<file path="config.mk">
export PLATFORM = sky130hd
export DESIGN_NAME = ps2_kbd
export DESIGN_NICKNAME = d
export VERILOG_FILES = /design/src/rtl/ps2_kbd.sv
export SDC_FILE = /design/constraint.sdc
export NUM_CORES = 1
export LEC_CHECK = 0
export BUFFER_PORTS_ARGS = -buffer_cell sky130_fd_sc_hd__buf_2
export CORE_ASPECT_RATIO = 0.6
export CORE_MARGIN = 8
export CORE_UTILIZATION = 40
export CTS_CLUSTER_SIZE = 24
export DETAILED_ROUTE_END_ITERATION = 8
export HOLD_SLACK_MARGIN = 0.06
export PLACE_DENSITY_LB_ADDON = 0.3
export SLEW_MARGIN = 15
export SYNTH_ARGS = -nofsm -noshare
export SYNTH_HDL_FRONTEND = slang
export SYNTH_SLANG_ARGS = --single-unit
</file>
<file path="constraint.sdc">
create_clock -name clk -period 3.6 [get_ports clk]
set_input_delay 0.36 -clock clk [delete_from_list [all_inputs] [get_ports clk]]
set_output_delay 0.36 -clock clk [all_outputs]
set_load 0.01 [all_outputs]
</file>
<file path="src/rtl/ps2_kbd.sv">
// ps2_kbd: PS/2 keyboard front end.
//
// Synchronizes and filters the raw PS/2 pins, deserializes device-to-host
// frames (start, 8 data LSB first, odd parity, stop), decodes scan-code set 2
// into ASCII and produces the character / Enter / Esc event stream consumed by
// the passphrase buffer.
//
// Ports:
//   clk          system clock, all logic on its rising edge
//   rst          asynchronous active-low reset
//   ps2_clk_i    raw PS/2 clock pin (asynchronous)
//   ps2_dat_i    raw PS/2 data pin (asynchronous)
//   ps2_data_o   ASCII byte, meaningful while ps2_valid_o is high, held after
//   ps2_valid_o  one-cycle event strobe
//   ps2_done_o   Enter flag: high with the strobe and for one cycle after it
//   ps2_reset_o  Esc flag, only ever high together with ps2_valid_o
//   err_o        one-cycle pulse on framing/parity error or frame timeout
module ps2_kbd #(
    parameter int FILT_LEN = 8,
    parameter int TIMEOUT  = 50000
) (
    input  logic       clk,
    input  logic       rst,
    input  logic       ps2_clk_i,
    input  logic       ps2_dat_i,
    output logic [7:0] ps2_data_o,
    output logic       ps2_valid_o,
    output logic       ps2_done_o,
    output logic       ps2_reset_o,
    output logic       err_o
);

    localparam int FW = $clog2(FILT_LEN + 1);
    localparam int TW = $clog2(TIMEOUT + 1);

    localparam logic [1:0] IDLE   = 2'd0;
    localparam logic [1:0] DATA   = 2'd1;
    localparam logic [1:0] PARITY = 2'd2;
    localparam logic [1:0] STOP   = 2'd3;

    // ------------------------------------------------------------------
    // Input conditioning
    // ------------------------------------------------------------------
    logic [1:0]    clk_s_q, dat_s_q;
    logic          clk_sync, dat_sync;
    logic          filt_q, filt_d;
    logic [FW-1:0] fcnt_q, fcnt_d;
    logic          fall;

    assign clk_sync = clk_s_q[1];
    assign dat_sync = dat_s_q[1];

    // fcnt counts consecutive samples that disagree with the filtered level;
    // the FILT_LEN-th such sample flips the level, and a high-to-low flip is
    // the bit sample point in that same cycle.
    always_comb begin
        filt_d = filt_q;
        fcnt_d = '0;
        fall   = 1'b0;
        if (clk_sync != filt_q) begin
            if (fcnt_q == FW'(FILT_LEN - 1)) begin
                filt_d = clk_sync;
                fall   = filt_q;
            end else begin
                fcnt_d = fcnt_q + FW'(1);
            end
        end
    end

    // ------------------------------------------------------------------
    // Frame FSM
    // ------------------------------------------------------------------
    logic [1:0]    state_q, state_d;
    logic [2:0]    bcnt_q, bcnt_d;
    logic [7:0]    sh_q, sh_d;
    logic          par_q, par_d;
    logic [TW-1:0] tcnt_q, tcnt_d;
    logic          good, ferr;

    always_comb begin
        state_d = state_q;
        bcnt_d  = bcnt_q;
        sh_d    = sh_q;
        par_d   = par_q;
        good    = 1'b0;
        ferr    = 1'b0;

        if (state_q == IDLE || fall) tcnt_d = '0;
        else                         tcnt_d = tcnt_q + TW'(1);

        if (fall) begin
            case (state_q)
                IDLE: begin
                    if (!dat_sync) begin
                        state_d = DATA;
                        bcnt_d  = 3'd0;
                    end
                end
                DATA: begin
                    sh_d   = {dat_sync, sh_q[7:1]};
                    bcnt_d = bcnt_q + 3'd1;
                    if (bcnt_q == 3'd7) state_d = PARITY;
                end
                PARITY: begin
                    par_d   = dat_sync;
                    state_d = STOP;
                end
                default: begin
                    state_d = IDLE;
                    if (dat_sync && (^{sh_q, par_q})) good = 1'b1;
                    else                              ferr = 1'b1;
                end
            endcase
        end else if (state_q != IDLE && tcnt_q == TW'(TIMEOUT - 1)) begin
            state_d = IDLE;
            ferr    = 1'b1;
        end
    end

    // ------------------------------------------------------------------
    // Scan-code decoder
    // ------------------------------------------------------------------
    function automatic logic [7:0] map_ascii(input logic [7:0] code, input logic up);
        logic [7:0] a;
        a = 8'h00;
        case (code)
            8'h1C: a = 8'h61; 8'h32: a = 8'h62; 8'h21: a = 8'h63; 8'h23: a = 8'h64;
            8'h24: a = 8'h65; 8'h2B: a = 8'h66; 8'h34: a = 8'h67; 8'h33: a = 8'h68;
            8'h43: a = 8'h69; 8'h3B: a = 8'h6A; 8'h42: a = 8'h6B; 8'h4B: a = 8'h6C;
            8'h3A: a = 8'h6D; 8'h31: a = 8'h6E; 8'h44: a = 8'h6F; 8'h4D: a = 8'h70;
            8'h15: a = 8'h71; 8'h2D: a = 8'h72; 8'h1B: a = 8'h73; 8'h2C: a = 8'h74;
            8'h3C: a = 8'h75; 8'h2A: a = 8'h76; 8'h1D: a = 8'h77; 8'h22: a = 8'h78;
            8'h35: a = 8'h79; 8'h1A: a = 8'h7A;
            8'h45: a = 8'h30; 8'h16: a = 8'h31; 8'h1E: a = 8'h32; 8'h26: a = 8'h33;
            8'h25: a = 8'h34; 8'h2E: a = 8'h35; 8'h36: a = 8'h36; 8'h3D: a = 8'h37;
            8'h3E: a = 8'h38; 8'h46: a = 8'h39;
            8'h29: a = 8'h20;
            default: a = 8'h00;
        endcase
        // Only letters have an upper-case form; 0x00 marks an unmapped code.
        if (up && a >= 8'h61 && a <= 8'h7A) a = a - 8'h20;
        return a;
    endfunction

    logic       brk_q, brk_d, ext_q, ext_d, shift_q, shift_d;
    logic [7:0] data_q, data_d;
    logic       valid_q, done_q, esc_q, err_q;
    logic       emit, enter, esc;
    logic       is_shift;
    logic [7:0] asc;

    assign is_shift = (sh_q == 8'h12) || (sh_q == 8'h59);
    assign asc      = map_ascii(sh_q, shift_q);

    // sh_q already holds the complete code during the STOP sample cycle, so
    // the decode happens in that cycle and the outputs register at its end.
    always_comb begin
        brk_d   = brk_q;
        ext_d   = ext_q;
        shift_d = shift_q;
        data_d  = data_q;
        emit    = 1'b0;
        enter   = 1'b0;
        esc     = 1'b0;
        if (good) begin
            if (sh_q == 8'hF0) begin
                brk_d = 1'b1;
            end else if (sh_q == 8'hE0) begin
                ext_d = 1'b1;
            end else if (brk_q) begin
                brk_d = 1'b0;
                ext_d = 1'b0;
                if (is_shift) shift_d = 1'b0;
            end else if (ext_q) begin
                ext_d = 1'b0;
                if (sh_q == 8'h5A) begin
                    emit   = 1'b1;
                    enter  = 1'b1;
                    data_d = 8'h0D;
                end
            end else if (is_shift) begin
                shift_d = 1'b1;
            end else if (sh_q == 8'h5A) begin
                emit   = 1'b1;
                enter  = 1'b1;
                data_d = 8'h0D;
            end else if (sh_q == 8'h76) begin
                emit   = 1'b1;
                esc    = 1'b1;
                data_d = 8'h1B;
            end else if (asc != 8'h00) begin
                emit   = 1'b1;
                data_d = asc;
            end
        end
    end

    always_ff @(posedge clk or negedge rst) begin
        if (!rst) begin
            clk_s_q <= 2'b11;
            dat_s_q <= 2'b11;
            filt_q  <= 1'b1;
            fcnt_q  <= '0;
            state_q <= IDLE;
            bcnt_q  <= '0;
            sh_q    <= '0;
            par_q   <= 1'b0;
            tcnt_q  <= '0;
            brk_q   <= 1'b0;
            ext_q   <= 1'b0;
            shift_q <= 1'b0;
            data_q  <= '0;
            valid_q <= 1'b0;
            done_q  <= 1'b0;
            esc_q   <= 1'b0;
            err_q   <= 1'b0;
        end else begin
            clk_s_q <= {clk_s_q[0], ps2_clk_i};
            dat_s_q <= {dat_s_q[0], ps2_dat_i};
            filt_q  <= filt_d;
            fcnt_q  <= fcnt_d;
            state_q <= state_d;
            bcnt_q  <= bcnt_d;
            sh_q    <= sh_d;
            par_q   <= par_d;
            tcnt_q  <= tcnt_d;
            brk_q   <= brk_d;
            ext_q   <= ext_d;
            shift_q <= shift_d;
            data_q  <= data_d;
            valid_q <= emit;
            // Enter: done rides with the strobe, then stays one more beat.
            done_q  <= enter | (done_q & valid_q);
            esc_q   <= esc;
            err_q   <= ferr;
        end
    end

    assign ps2_data_o  = data_q;
    assign ps2_valid_o = valid_q;
    assign ps2_done_o  = done_q;
    assign ps2_reset_o = esc_q;
    assign err_o       = err_q;

endmodule

</file>
==> flow_summary.ini <==
[worst_setup_path]
path_class = reg -> reg
start_kind = flop
worst_r2r_path_depth = 9
crit_top_cell = mux2_4
crit_arrival_ps = 3410
crit_end = ps2_data_o[4]
crit_path_end_kind = flop
worst_ep_required_time_ps = 3780
r2r_slack_ps = 370
cp_max_fo = 13
rr_startpoint = sh_q[1]
cp-startpoint = sh_q[1]
cpPeakStageDelay_ps = 610
cp_cell_sequence = inv_1 > ha_1 > mux2_4 > mux2i_1 > a221oi_1 > a211oi_1 > and4b_4 > a31oi_4 > mux2_4
critPathSlowestCell = a211oi_1
worstReg2RegEnd = ps2_data_o[4]

[timing]
setup_tns_ps = 0
slew_headroom_pct = 52.2
setup_violations = 0
finClkSkew_ps = 7.01
min_period_over_period_pct = 89.6
worst_pin_slew_ps = 707
fmax_mhz = 310
slew_viol_final = 0
final_hold_viol_count = 0
rsz0062_at_grt = false
finalCriticalPeriod_ps = 3230

[cells_and_area]
antenna_cells = 0
final_common_cell = dfrtp_1
layout.cells.non_filler = 501
syn_to_final_growth_pct = 8.32
drive_gt1_share_pct = 15.9
final_cell_mix = 49 x dfrtp_1, 40 x nor2_1, 33 x nand2_1
design_area_sq_mm = 0.00385
fin_nets = 409

[route]
drtAntennaViolNets = 0
drc = 0
drt_iter0_markers = 303
avgViaCountPerCell = 5.60
routedWlPerCell_um = 16.0
num_vias = 2805
firstDrtPassIters = 4
wl_mm = 8.02

[synth]
synth_top_area_share_pct = 34.5
synth_mux_area_share_pct = 4.79
synth_cell_type_count = 65
ys_ff_latch = 54
ys_async_sr_fraction_pct = 100
synth-seq-area-share_pct = 38.2
synth_top_family_by_area = simple AND/OR/NAND/NOR gates
synth-xor-area-share_pct = 5.18
synth-compound-area-share_pct = 16.0
avgSynthCellArea_sq_um = 9.32
synth_edf_count = 0
yosysWarnings = 0
synthSimpleGateAreaFrac_pct = 25.0
netlist.top_cell.by_area = dfrtp_1
synthTopCellsByArea = dfrtp_1 35%, ha_1 6.0%, nor2_1 4.2%
ys.flop_type = dfrtp_1
synthAdderAreaFrac_pct = 5.99
synth_cells = 381
synth_area_sq_mm = 0.00355
syn_nets = 402

[flow_run]
maxCapViolations = 0

[global_route]
antenna_found_initial = 0
grtUsageTotal_pct = 14.0
grt_pass1_wl_mm = 13.6
grt-ovfl-total = 0
first_global_vias = 2614
grt_max_degree = 29

[clock_tree]
cts_max_level = 2
cts_num_sinks = 54
clk_pin_slew_ps = 80
cts_setup_buffers = 0
cts_buffer_depth = 2
cts_buffers = 5
postCtsHoldBufs = 0
cts-root-buf = clkbuf_16
cts_repair_resize_count = 0
insertion_delay_ps = 300
cts_tree = built

[floorplan]
die_area_sq_mm = 0.0122
die_x_um = 138
core_sq_mm = 0.00856
die_h_um = 89.0
io_pins = 16
num_rows = 26
initial_core_util_pct = 41.5

[run_status]
outcome = complete, no violations

[placed_design]
gp_congestion = 0.956
io_buffer_count = 15
dp_hpwl_mm = 5.87
placed_cell_area_sq_mm = 0.00367
placed_cells = 493

[power_and_ir_drop]
p_per_area_mw_per_mm2 = 329
vdd_drop_max_v = 0.000191
p_leak_nw = 1.60

[min_path]
hold_class = in -> async
==> cell families after synthesis <==
logic type,Yosys count
simple gates,163
compound gates,80
flops,54
buf+inv,31
xor+xnor,21
fa+ha+maj,17
mux,15
==> Yosys cell counts, drive strengths merged (3+ instances only) <==
| library cell | number |
|---|---|
| o21ai | 19 |
| mux2 | 10 |
| a31oi | 5 |
| inv | 11 |
| or3 | 3 |
| nor2 | 40 |
| o21a | 5 |
| xnor2 | 13 |
| nand2 | 33 |
| a21boi | 3 |
| dfstp | 5 |
| buf | 15 |
| nand3b | 4 |
| nand2b | 11 |
| nand4 | 3 |
| nor3 | 14 |
| ha | 17 |
| a21oi | 18 |
| o31ai | 3 |
| nor2b | 7 |
| dfrtp | 49 |
| and3 | 7 |
| clkbuf | 5 |
| nor4 | 3 |
| a22o | 3 |
| nor3b | 4 |
| nor4b | 4 |
| nand3 | 17 |
| mux2i | 5 |
| xor2 | 8 |
| or2 | 5 |
==> worst min-delay path by stage <==
stage          slack (ps)  startpoint  cells past startpoint    endpoint
3_5_place_dp          350  clk_s_q[0]                      0  clk_s_q[1]
5_1_grt               120         rst                      1   tcnt_q[3]
3_3_place_gp          350  clk_s_q[0]                      0  clk_s_q[1]
2_1_floorplan          60         rst                      0   bcnt_q[0]
6_report               60         rst                      1   tcnt_q[3]
4_1_cts                80         rst                      1   tcnt_q[3]
==> layer usage <==
layer  routed length, um  share of wire (%)  GRT usage, %  up-vias
met4                  85                1.1          3.24        0
met3                 545                6.8          3.59       10
met5                   0                  0             0        -
met1                4320                 54          21.6     1338
met2                3070                 38          18.6       83
li1                    -                  -             -     1374
==> final cells by class <==
cell class / count / area (sq um)
fillers: 795 / 4710
multi-input cells: 296 / 2020
flip-flops and latches: 54 / 1360
well taps: 112 / 140
clock buffers: 5 / 125
repair buffers: 20 / 113
clock inverters: 3 / 47.5
inverters: 11 / 41.3
==> sequential cells by signal, summed over array words and instances, names as in the netlist <==
name,count
state_q,2
ext_q,1
clk_s_q,2
ps2_valid_o,1
err_o,1
par_q,1
sh_q,8
ps2_reset_o,1
tcnt_q,16
dat_s_q,2
ps2_data_o,8
fcnt_q,4
brk_q,1
bcnt_q,3
ps2_done_o,1
shift_q,1
filt_q,1
==> report_power, final <==
part	internal (W)	switching [W]	leakage [nW]
Combinational	0.0000241	0.0000289	0.778
Sequential	0.000632	0.0000146	0.735
Clock	0.000334	0.000232	0.0848
Total	0.000989	0.000275	1.60
==> critical path: cells and delay by family, from the launching register on <==
kind / cells / cell delay [ps]
AO/OA/AOI/OAI: 3 / 870
adder cells (fa/ha/maj): 1 / 300
buffers and inverters: 1 / 190
flip-flops: 1 / 590
multiplexers: 3 / 770
AND/OR/NAND/NOR: 1 / 380
==> through the flow <==
step	hold slack (ps)	setup slack, ps	power, W	util, %
3_3_place_gp	345	594	0.000711	42.9
2_1_floorplan	64.4	965	0.000690	-
3_5_place_dp	347	423	0.000712	42.9
5_1_grt	118	193	0.00133	45.0
4_1_cts	77.7	412	0.00129	45.0
6_report	63.5	373	0.00126	45.0
Power figures use the tool's default switching activity.
